<file path="src/rtl/vram_dma_ctrl.sv">
// vram_dma_ctrl: block-fill DMA engine and CPU/DMA write-port arbiter for L1/L2 tile VRAMs.
// Optional macro VRAM_DMA_INC_EN makes CTRL bit3 (INC) store and drive an incrementing fill.
module vram_dma_ctrl #(
    parameter int VRAM_DEPTH = 1200,
    parameter int ADDR_W     = 11
) (
    input  logic              cpu_clk,
    input  logic              rst,
    input  logic [15:0]       address_bus,
    input  logic [7:0]        data_bus,
    input  logic              z80_write,
    input  logic              dma_cs,
    output logic [7:0]        reg_out,
    input  logic              cpu_we_L1,
    input  logic              cpu_we_L2,
    input  logic [ADDR_W-1:0] cpu_abus,
    output logic [ADDR_W-1:0] vram_abus,
    output logic [7:0]        vram_din,
    output logic              vram_we_L1,
    output logic              vram_we_L2,
    output logic              busy,
    output logic              done_irq
);

    typedef enum logic [1:0] {
        S_IDLE,
        S_CHECK,
        S_RUN,
        S_DONE
    } state_t;

    state_t      state;
    logic [10:0] start;
    logic [10:0] len;
    logic [7:0]  fill;
    logic        layer;
    logic        both;
    logic        inc;
    logic [10:0] cur;
    logic [10:0] rem;
    logic [7:0]  val;
    logic        done_flag;
    logic        err_flag;
    logic        abt_flag;

    logic        reg_wr;
    logic        ctrl_wr;
    logic        go;
    logic        abort;
    logic        clr;
    logic        cpu_any;
    logic        dma_wr;
    logic [11:0] span;
    logic        unused_addr;

    assign unused_addr = ^address_bus[15:3];

    assign reg_wr  = dma_cs && !z80_write;
    assign ctrl_wr = reg_wr && (address_bus[2:0] == 3'd5);
    assign abort   = ctrl_wr && data_bus[7];
    assign clr     = ctrl_wr && data_bus[6];
    // ABORT beats GO when both arrive in the same write
    assign go      = ctrl_wr && data_bus[0] && !data_bus[7];
    assign cpu_any = cpu_we_L1 || cpu_we_L2;
    assign dma_wr  = (state == S_RUN) && !cpu_any;
    assign span    = {1'b0, start} + {1'b0, len};
    // busy covers the whole job, including the one-cycle DONE state
    assign busy    = (state != S_IDLE);
    assign done_irq = done_flag;

`ifndef VRAM_DMA_INC_EN
    assign inc = 1'b0;
`endif

    // Parameter registers; frozen while a job is in flight
    always_ff @(posedge cpu_clk or posedge rst) begin
        if (rst) begin
            start <= '0;
            len   <= '0;
            fill  <= '0;
            layer <= 1'b0;
            both  <= 1'b0;
`ifdef VRAM_DMA_INC_EN
            inc   <= 1'b0;
`endif
        end else if (reg_wr && !busy) begin
            case (address_bus[2:0])
                3'd0: start[7:0]  <= data_bus;
                3'd1: start[10:8] <= data_bus[2:0];
                3'd2: len[7:0]    <= data_bus;
                3'd3: len[10:8]   <= data_bus[2:0];
                3'd4: fill        <= data_bus;
                3'd5: begin
                    layer <= data_bus[1];
                    both  <= data_bus[2];
`ifdef VRAM_DMA_INC_EN
                    inc   <= data_bus[3];
`endif
                end
                default: ;
            endcase
        end
    end

    // Job FSM: range check, fill loop with CPU-priority stalls, sticky status flags
    always_ff @(posedge cpu_clk or posedge rst) begin
        if (rst) begin
            state     <= S_IDLE;
            cur       <= '0;
            rem       <= '0;
            val       <= '0;
            done_flag <= 1'b0;
            err_flag  <= 1'b0;
            abt_flag  <= 1'b0;
        end else begin
            if (clr) begin
                done_flag <= 1'b0;
                err_flag  <= 1'b0;
                abt_flag  <= 1'b0;
            end
            unique case (state)
                S_IDLE: begin
                    if (go) begin
                        state     <= S_CHECK;
                        done_flag <= 1'b0;
                        err_flag  <= 1'b0;
                        abt_flag  <= 1'b0;
                        cur       <= start;
                        rem       <= len;
                        val       <= fill;
                    end
                end
                S_CHECK: begin
                    if (abort) begin
                        state    <= S_IDLE;
                        abt_flag <= 1'b1;
                    end else if (rem == 11'd0) begin
                        state <= S_DONE;
                    end else if (span > 12'(VRAM_DEPTH)) begin
                        state    <= S_IDLE;
                        err_flag <= 1'b1;
                    end else begin
                        state <= S_RUN;
                    end
                end
                S_RUN: begin
                    if (dma_wr) begin
                        cur <= cur + 11'd1;
                        rem <= rem - 11'd1;
                        if (inc) val <= val + 8'd1;
                    end
                    if (abort) begin
                        state    <= S_IDLE;
                        abt_flag <= 1'b1;
                    end else if (dma_wr && rem == 11'd1) begin
                        state <= S_DONE;
                    end
                end
                S_DONE: begin
                    state     <= S_IDLE;
                    done_flag <= 1'b1;
                end
            endcase
        end
    end

    // Write-port mux: CPU always wins, DMA fills only in RUN
    always_comb begin
        vram_abus  = '0;
        vram_din   = '0;
        vram_we_L1 = 1'b0;
        vram_we_L2 = 1'b0;
        if (!rst) begin
            if (cpu_any) begin
                vram_abus  = cpu_abus;
                vram_din   = data_bus;
                vram_we_L1 = cpu_we_L1;
                vram_we_L2 = cpu_we_L2;
            end else if (state == S_RUN) begin
                vram_abus  = ADDR_W'(cur);
                vram_din   = val;
                vram_we_L1 = both || !layer;
                vram_we_L2 = both || layer;
            end
        end
    end

    // Register read-back
    always_comb begin
        reg_out = 8'h00;
        case (address_bus[2:0])
            3'd0: reg_out = start[7:0];
            3'd1: reg_out = {5'd0, start[10:8]};
            3'd2: reg_out = len[7:0];
            3'd3: reg_out = {5'd0, len[10:8]};
            3'd4: reg_out = fill;
            3'd5: reg_out = {4'd0, inc, both, layer, 1'b0};
            3'd6: reg_out = {4'd0, abt_flag, err_flag, done_flag, busy};
            default: reg_out = 8'h00;
        endcase
    end

endmodule
</file>
<file path="config.mk">
export PLATFORM = sky130hd
export DESIGN_NAME = vram_dma_ctrl
export DESIGN_NICKNAME = d
export VERILOG_FILES = /design/src/rtl/vram_dma_ctrl.sv
export SDC_FILE = /design/constraint.sdc
export NUM_CORES = 1
export LEC_CHECK = 0
export ABC_AREA = 1
export CORE_ASPECT_RATIO = 0.5
export CORE_UTILIZATION = 45
export CTS_BUF_LIST = sky130_fd_sc_hd__clkbuf_8
export CTS_CLUSTER_SIZE = 28
export DETAILED_ROUTE_END_ITERATION = 10
export GPL_ROUTABILITY_DRIVEN = 0
export PLACE_DENSITY = 0.77
export SETUP_SLACK_MARGIN = 0.05
export SYNTH_ARGS = -nofsm -noshare
export SYNTH_HDL_FRONTEND = slang
export SYNTH_SLANG_ARGS = --single-unit
</file>
<file path="constraint.sdc">
create_clock -name cpu_clk -period 3.3 [get_ports cpu_clk]
set_clock_uncertainty 0.2 [all_clocks]
set_input_delay 0.66 -clock cpu_clk [delete_from_list [all_inputs] [get_ports cpu_clk]]
set_output_delay 0.66 -clock cpu_clk [all_outputs]
set_load 0.02 [all_outputs]
</file>
Word-level counts from Yosys, hierarchy flattened
Index checks and enable logic that the tools add are counted.
Cells by class
  order comparisons: 1
  muxes and demuxes: 39
  reduce and logical (&&, ||, !) cells: 32
  equality and inequality tests: 13
  add/subtract/negate cells: 3
Operator list (count)
  11-bit 2-to-1 mux: 7
  8-bit one-hot mux with 7 select lines: 1
  11-bit one-hot mux with 2 select lines: 2
  8-bit 2-to-1 mux: 3
  1-bit 2-to-1 mux: 16
  2-bit AND reduction: 8
  11-bit by 11-bit adder with 12-bit output: 1
  12-bit by 11-bit greater-than comparator with 1-bit output, second input constant: 1
  2-bit 2-to-1 mux: 6
  11-bit by 1-bit adder with 11-bit output, second input constant: 1
  11-bit by 1-bit equality test with 1-bit output, second input constant: 1
  11-bit zero test: 1
  11-bit by 1-bit subtractor with 11-bit output, second input constant: 1
  3-bit equality test, second input constant: 3
  1-bit logical AND: 9
  2-bit one-hot mux with 4 select lines: 1
  3-bit by 2-bit equality test with 1-bit output, second input constant: 2
  1-bit one-hot mux with 2 select lines: 3
  1-bit zero test: 5
  2-bit equality test, second input constant: 2
  2-bit != test, second input constant: 2
  2-bit nonzero test: 2
  3-bit by 1-bit equality test with 1-bit output, second input constant: 1
  3-bit zero test: 1
  6 further kinds: 8
Storage, ports and cells
  logic and storage cells: 102
  bits of input ports: 41
  output and inout bits: 31
  bits in registers: 67

Logic depth before layout (Yosys ltp)
Gate-level depths: netlist of the first run.
  depth after elaboration: 9
  mapped depth: 19
  gate-level depth less buffers: 19

Worst setup path after synthesis of the first run
Ideal clock, no wire load.
  kind: input to output
  start point: input rst
  end point: output vram_we_L1
  path buffers: 1
  slack: -0.211 ns
  data required time: 2.440 ns
  cell stages on the path: 3
  arrival time: 2.651 ns
  cell sequence: clkbuf_1 inv_1 o21a_1
Between the ends
  longest elaborated chain between the ends: 1
Ends and longest elaborated chain
  start, declared: RTL line 8  | input logic rst,
  1-bit 2-to-1 mux: RTL line 173  | if (!rst) begin
  end, declared: RTL line 19  | output logic vram_we_L1,
Every way passes these cells.

Final worst setup path of the first run
  start point: input address_bus[0]
  end point: output reg_out[0]
Between the ends
  longest elaborated chain between the ends: 2
  elaborated cells between the ends (all ways): 8
  classes of those cells: eq/ne (6); mux (1); reduce/logical (1)
Ends and longest elaborated chain
  start, declared: RTL line 9  | input logic [15:0] address_bus,
  3-bit equality test (tied with other cells): RTL line 191  | case (address_bus[2:0])
  8-bit one-hot mux with 7 select lines *: RTL line 191
  end, declared: RTL line 13  | output logic [7:0] reg_out,
Mark *: on every way between the ends. The rest lies on a longest branch, timed or not.

==> run_results.csv, run 1 <==
group,metric,value,unit
yosys,syn_area,4660,sq um
timing,relSlewSlack,44.7,%
timing,finalHoldViolCount,0,
drt,via_per_inst,5.32,
yosys,synth_nets,712,
pwr,p_switching,0.00265,W
drt,via_count,4631,
floorplan,die_y,74.0,um
cts,clkLatencyLatePin,0.36,ns
critical_path,crit_fanout,5,
global_routing,grt_max_degree,66,
pwr,vdd_drop_max,410,uV
drt,ant_nets,0,
floorplan,fp-row-count,25,
pwr,seq_power_share,30.3,%
yosys,synth_ff_type,"dfrtp_1",
yosys,ys.warnings.count,0,
yosys,synth_top_cell_area_share,36.0,%
yosys,synth_area_leaders,"dfrtp_1, nand2_1, inv_1, o21ai_0, ha_1",
yosys,synth-edff-count,0,
drt,drt_wl_total,13400,um
critical_path,path_class,"input port to primary output",
floorplan,io_pins,72,
yosys,synth.distinct_cells,49,
place,numPortBuffers,58,
flow_run,max_cap_viol_count,0,
cts,h-tree-depth,3,
final_layout,final-instance-count-excl-fill,871,
place,dp_hpwl,10200,um
yosys,synth_seq_cells,67,
yosys,synth_simple_gate_area_share,27.2,%
yosys,synth_top_family_by_area,"simple AND/OR/NAND/NOR gates",
drt,drc,0,
timing,finalCritPeriodShare,96.3,%
pwr,swShare,50.4,%
global_routing,grt_pass1_vias,4331,
yosys,synth-compound-area-share,19.4,%
yosys,synth_mux_area_share,1.21,%
yosys,ys_seq_area_share,36.0,%
pwr,power_frac_clock,12.0,%
timing,tns,0,ns
global_routing,antenna_found_initial,0,
pwr,powerDensity,922,nW/um^2
yosys,synth_common_cells,"nand2_1, inv_1, dfrtp_1",
critical_path,cp_common_cell,"nand2_1",
drt,firstDrtPassIters,5,
floorplan,die_area,10800,sq um
pwr,p_comb_share,57.7,%
yosys,synthCells,652,
cts,cts_tree,"done",
final_layout,final_net_count,791,
drt,drt_iter0_drc,366,
floorplan,start_util,47.8,%
yosys,syn_area_per_cell,7.15,sq um
critical_path,critPathMaxStageDelay,0.55,ns
critical_path,end_kind,"primary output",
drt,detail_route.wl_per_cell,15.4,um
timing,setup_violations,0,
floorplan,die_w,146,um
final_layout,syn_to_final_growth,22.3,%
pwr,p_int,0.00261,W
global_routing,grt_pass1_wl,22000,um
yosys,async_flop_share,100,%
yosys,synth_top_cell_by_area,"dfrtp_1",
outcome,status,"finished, final reports clean",
timing,drv_slew,0,
timing,rsz0062_at_grt,"yes",
cts,clockBufferDepth,2,
timing,tightest_slew,0.829,ns
critical_path,critPathSlowestCell,"clkdlybuf4s50_1",
min_path,worst_hold_path_type,"flip-flop to flip-flop",
cts,numClockSinks,67,
global_routing,grt_usage,26.5,%
timing,fmaxAchievable,315,MHz
cts,root_buffer,"clkbuf_8",
critical_path,path_cells,"clkdlybuf4s50_1, nor2_1, nand2_1, inv_1, nand2_1, o221ai_1, a221oi_2, o21ai_1, dlygate4sd2_1",
pwr,leakage,2.85,nW
final_layout,drive_above_1_share,12.4,%
yosys,synth_most_common_cell,"nand2_1",
timing,fin_crit,3.18,ns
critical_path,worstPathArrival,2.32,ns
critical_path,cp.required,2.44,ns
cts,cts_buffers,9,
cts,post-cts-setup-buffers,0,
global_routing,gr-total-overflow,0,
critical_path,critPathLaunchType,"input port",
cts,clkTransAtPathRegs,0.07,ns
yosys,synthAdderAreaFrac,5.26,%
pwr,total_power,0.00526,W
place,dp.cells,855,
floorplan,coreArea,9760,sq um
yosys,yosys.area_share.xor_xnor,0.563,%
final_layout,antenna_cells,0,
-- layer usage --
metal | up-vias | track usage, % | wire length, um
met5 | - | 0 | 0
li1 | 2296 | - | -
met4 | 0 | 8.19 | 171
met1 | 2109 | 37.0 | 6260
met2 | 208 | 41.7 | 5760
met3 | 18 | 5.71 | 1200
-- power groups by stage --
stage | sequential [W] | clock (W) | combinational [W]
6_report | 0.00159 | 0.000633 | 0.00303
5_1_grt | 0.00163 | 0.000668 | 0.00346
4_1_cts | 0.00157 | 0.000642 | 0.00299
3_5_place_dp | 0.00158 | 0 | 0.00300
3_3_place_gp | 0.00157 | 0 | 0.00294
2_1_floorplan | 0.00143 | 0 | 0.00235
-- kinds of logic after synthesis --
| family | after synthesis |
|---|---|
| buf+inv | 119 |
| mux | 5 |
| fa+ha+maj | 19 |
| simple gates | 288 |
| xor+xnor | 3 |
| compound gates | 151 |
| flops | 67 |
-- state kept, by name, summed over array words and instances, names as in the netlist --
signal,flops
rem,11
both,1
start,11
fill,8
len,11
state,2
abt_flag,1
cur,11
val,8
err_flag,1
layer,1
done_irq,1
-- stage by stage --
stage	area (sq um)	util, %	hold WS [ns]	setup WS, ns
floorplan	4680	-	0.259	0.171
global placement	5540	56.8	0.277	-0.174
detailed placement	5540	56.8	0.287	-0.183
CTS	5690	58.3	0.303	0.101
global route	5700	58.4	0.318	0.0287
finish	5700	58.4	0.301	0.123
-- critical path: cells and delay by family --
family          cells  cell delay (ns)
buf+inv             3             0.94
compound gates      3             0.46
simple gates        3             0.24
-- layout by cell type (no fill, tap or decap), types with 4 or more instances in the layout --
cell             instances
o211ai_1                 4
clkbuf_8                11
ha_1                    18
buf_4                   29
dlygate4sd2_1           27
clkdlybuf4s50_1         29
dfrtp_1                 67
mux2_2                   5
nand4_1                  4
o221ai_1                 5
nand3_1                 32
nor3_1                   5
o21ai_1                 21
o22ai_1                  6
nand2_2                  6
inv_1                   92
inv_2                    6
o21ai_0                 49
clkinv_2                 4
nand2_1                184
nor2_1                  36
nor2_2                   8
a21oi_1                 39
-- worst paths after layout --
kind	start	end	slack, ns	cells after the start
max	address_bus[0]	reg_out[0]	0.12	9
min	val[3]$_DFFE_PP0P_	val[3]$_DFFE_PP0P_	0.30	2
max reg2reg	start[0]$_DFFE_PP0P_	state[1]$_DFFE_PP0P_	0.62	17
min reg2reg	val[3]$_DFFE_PP0P_	val[3]$_DFFE_PP0P_	0.30	2
max in group asynchronous	rst	start[0]$_DFFE_PP0P_	1.42	4
min in group asynchronous	rst	layer$_DFFE_PP0P_	0.46	3
-- layout make-up --
type / count / area [sq um]
Multi-Input combinational cell: 466 / 2530
Sequential cell: 67 / 1680
Inverter: 100 / 384
Clock inverter: 5 / 27.5
Clock buffer: 11 / 151
Tap cell: 135 / 169
Timing Repair Buffer: 87 / 767
Fill cell: 894 / 4060
-- timing repair --
item,CTS,global route
hold buffers,0,0
endpoints found under the setup margin,28,3
gates resized for setup,29,5
Power figures use the tool's default switching activity.
==> run 2: changes to the inputs <==
--- a/config.mk
+++ b/config.mk
@@ -13,6 +13,7 @@
 export DETAILED_ROUTE_END_ITERATION = 10
 export GPL_ROUTABILITY_DRIVEN = 0
 export PLACE_DENSITY = 0.77
+export RECOVER_POWER = 100
 export SETUP_SLACK_MARGIN = 0.05
 export SYNTH_ARGS = -nofsm -noshare
 export SYNTH_HDL_FRONTEND = slang
==> run 2 against run 1 <==
  * The run now ends with capacitance limit, slew limit left
  * Wire length shrank 0.32%
  * Register-to-register slack got worse by 0.23 ns
  * Worst hold slack about the same
  * Cell area down 1.2%
  * Die area is the same
  * Sequential share of layout area rose by 0.35 points
  * Sequential cell count unchanged
  * Maximum frequency decreased by 0.73%
==> run_results.csv, run 2 (synthesis gave the netlist of run 1 again) <==
group,metric,value,unit
final_layout,syn_to_final_growth,20.8,%
place,numPortBuffers,58,
floorplan,start_util,47.8,%
outcome,violations,"capacitance limit, slew limit",
cts,clkLatencyLatePin,0.36,ns
critical_path,end_kind,"primary output",
place,place_worst_setup_slack,-0.183,ns
drt,firstDrtPassIters,6,
outcome,status,"finished with violations",
final_layout,design_area,5640,sq um
timing,relSlewSlack,-8.21,%
floorplan,fp-row-count,25,
timing,fmaxAchievable,312,MHz
critical_path,worstPathArrival,2.34,ns
critical_path,cp_common_cell,"nor2_2",
critical_path,r2r_cells,11,
final_layout,antenna_cells,0,
final_layout,multi_input_area,2490,sq um
critical_path,critPathLaunchType,"input port",
drt,drc,0,
global_routing,antenna_found_initial,0,
critical_path,crit_fanout,10,
critical_path,path_buf_inv,4,
global_routing,grt_usage,26.5,%
place,dpl_cell_area,5540,sq um
critical_path,critPathSlowestCell,"clkdlybuf4s50_1",
final_layout,nFillCells,911,
cts,ctsHoldBuffers,0,
global_routing,globalRouteMet2Util,41.7,%
drt,drt_wl_total,13300,um
drt,detail_route.wl_per_cell,15.3,um
critical_path,path_class,"input port to primary output",
final_layout,final-instance-count-excl-fill,871,
global_routing,grt-busiest-layer,"met2",
floorplan,die_area,10800,sq um
cts,h-tree-depth,3,
timing,finalHoldViolCount,0,
final_layout,regArea,1680,sq um
pwr,vdd_drop_max,399,uV
global_routing,met3_usage,5.71,%
floorplan,io_pins,72,
drt,drt_iter0_drc,343,
drt,via_count,4639,
global_routing,grt_max_degree,66,
critical_path,crit_family,"buffers and inverters",
global_routing,grt_pass1_wl,22000,um
flow_run,max_cap_viol_count,1,
cts,clockBufferDepth,2,
min_path,whs_path_depth,2,
timing,fin_crit,3.20,ns
final_layout,final_net_count,791,
global_routing,grt_pass1_vias,4331,
final_layout,final_cell_mix,"nand2_1, inv_1, dfrtp_1, o21ai_0, nor2_1",
place,dp_hpwl,10200,um
drt,ant_nets,0,
cts,clkTransAtPathRegs,0.07,ns
final_layout,finish.utilization,57.7,%
timing,drv_slew,66,
pwr,powerDensity,923,nW/um^2
timing,holdWs,0.301,ns
timing,finalCritPeriodShare,97.0,%
timing,setup_violations,0,
cts,numClockSinks,67,
critical_path,cp.required,2.44,ns
pwr,leakage,2.82,nW
timing,rsz0062_at_grt,"yes",
cts,cts_buffers,9,
critical_path,critPathMaxStageDelay,0.46,ns
global_routing,grt_use_met1,37.0,%
floorplan,coreArea,9760,sq um
floorplan,die_w,146,um
critical_path,path_cells,"clkdlybuf4s50_1, nor2_2, inv_1, nor2_2, buf_4, nand2_1, a21oi_1, dlygate4sd2_1",
critical_path,cp_num_cells,8,
place,dp.cells,855,
drt,via_per_inst,5.33,
cts,cts_tree,"done",
timing,setup_slack,0.0998,ns
final_layout,layout_commonest_cell,"nand2_1",
floorplan,die_y,74.0,um
global_routing,gr-total-overflow,0,
min_path,worst_hold_path_type,"flip-flop to flip-flop",
cts,root_buffer,"clkbuf_8",
final_layout,drive_above_1_share,10.3,%
timing,tightest_slew,1.62,ns
[run 2: cell count changes in the layout (fill, tap and decap cells not counted), sizes merged]
cell,previous run,this run
dlygate4sd2,27,28
clkdlybuf4s15,1,0
clkdlybuf4s50,29,26
clkbuf,11,18
dlymetal6s2s,1,0
dlygate4sd3,0,3
buf,29,23
[run 2: stage by stage]
step                total power, W  TNS, ns
floorplan                  0.00378        0
global placement           0.00451    -2.81
detailed placement         0.00458    -3.25
CTS                        0.00520        0
global route               0.00571        0
finish                     0.00520        0
[run 2: repair_timing]
item	4_1_cts	5_1_grt
endpoints found under the setup margin	28	3
gates resized for setup	29	5
setup buffers	0	0
[run 2: routing by layer]
| metal | routed length [um] | vias up |
|---|---|---|
| met5 | 0 | - |
| met4 | 152 | 0 |
| met3 | 1090 | 17 |
| met2 | 5760 | 181 |
| met1 | 6340 | 2151 |
| li1 | - | 2290 |
[run 2: worst paths after layout]
path	to	slack, ns	startpoint
max reg2reg	rem[7]$_DFFE_PP0P_	0.39	state[0]$_DFFE_PP0P_
max	vram_din[6]	0.1	cpu_we_L1
min in group asynchronous	layer$_DFFE_PP0P_	0.66	rst
max in group asynchronous	len[8]$_DFFE_PP0P_	0.44	rst
min reg2reg	val[2]$_DFFE_PP0P_	0.30	val[2]$_DFFE_PP0P_
min	val[2]$_DFFE_PP0P_	0.30	val[2]$_DFFE_PP0P_
[run 2: cell type report]
class / instances / area share (%)
Multi-Input combinational cell: 466 / 44.2
Sequential cell: 67 / 29.8
Timing Repair Buffer: 87 / 13.1
Inverter: 100 / 6.77
Tap cell: 135 / 3.00
Clock buffer: 11 / 2.69
Clock inverter: 5 / 0.488
[run 2: power breakdown]
| group | leakage (nW) | internal (W) | switching [W] |
|---|---|---|---|
| clock network | 0.0949 | 0.000308 | 0.000323 |
| logic | 1.92 | 0.00108 | 0.00190 |
| registers | 0.801 | 0.00120 | 0.000391 |
| total | 2.82 | 0.00258 | 0.00261 |
[run 2: worst min-delay path: stages (launching register included)]
cell     delay (ns)
dfrtp_1        0.35
nand2_1        0.05
o21ai_0        0.06
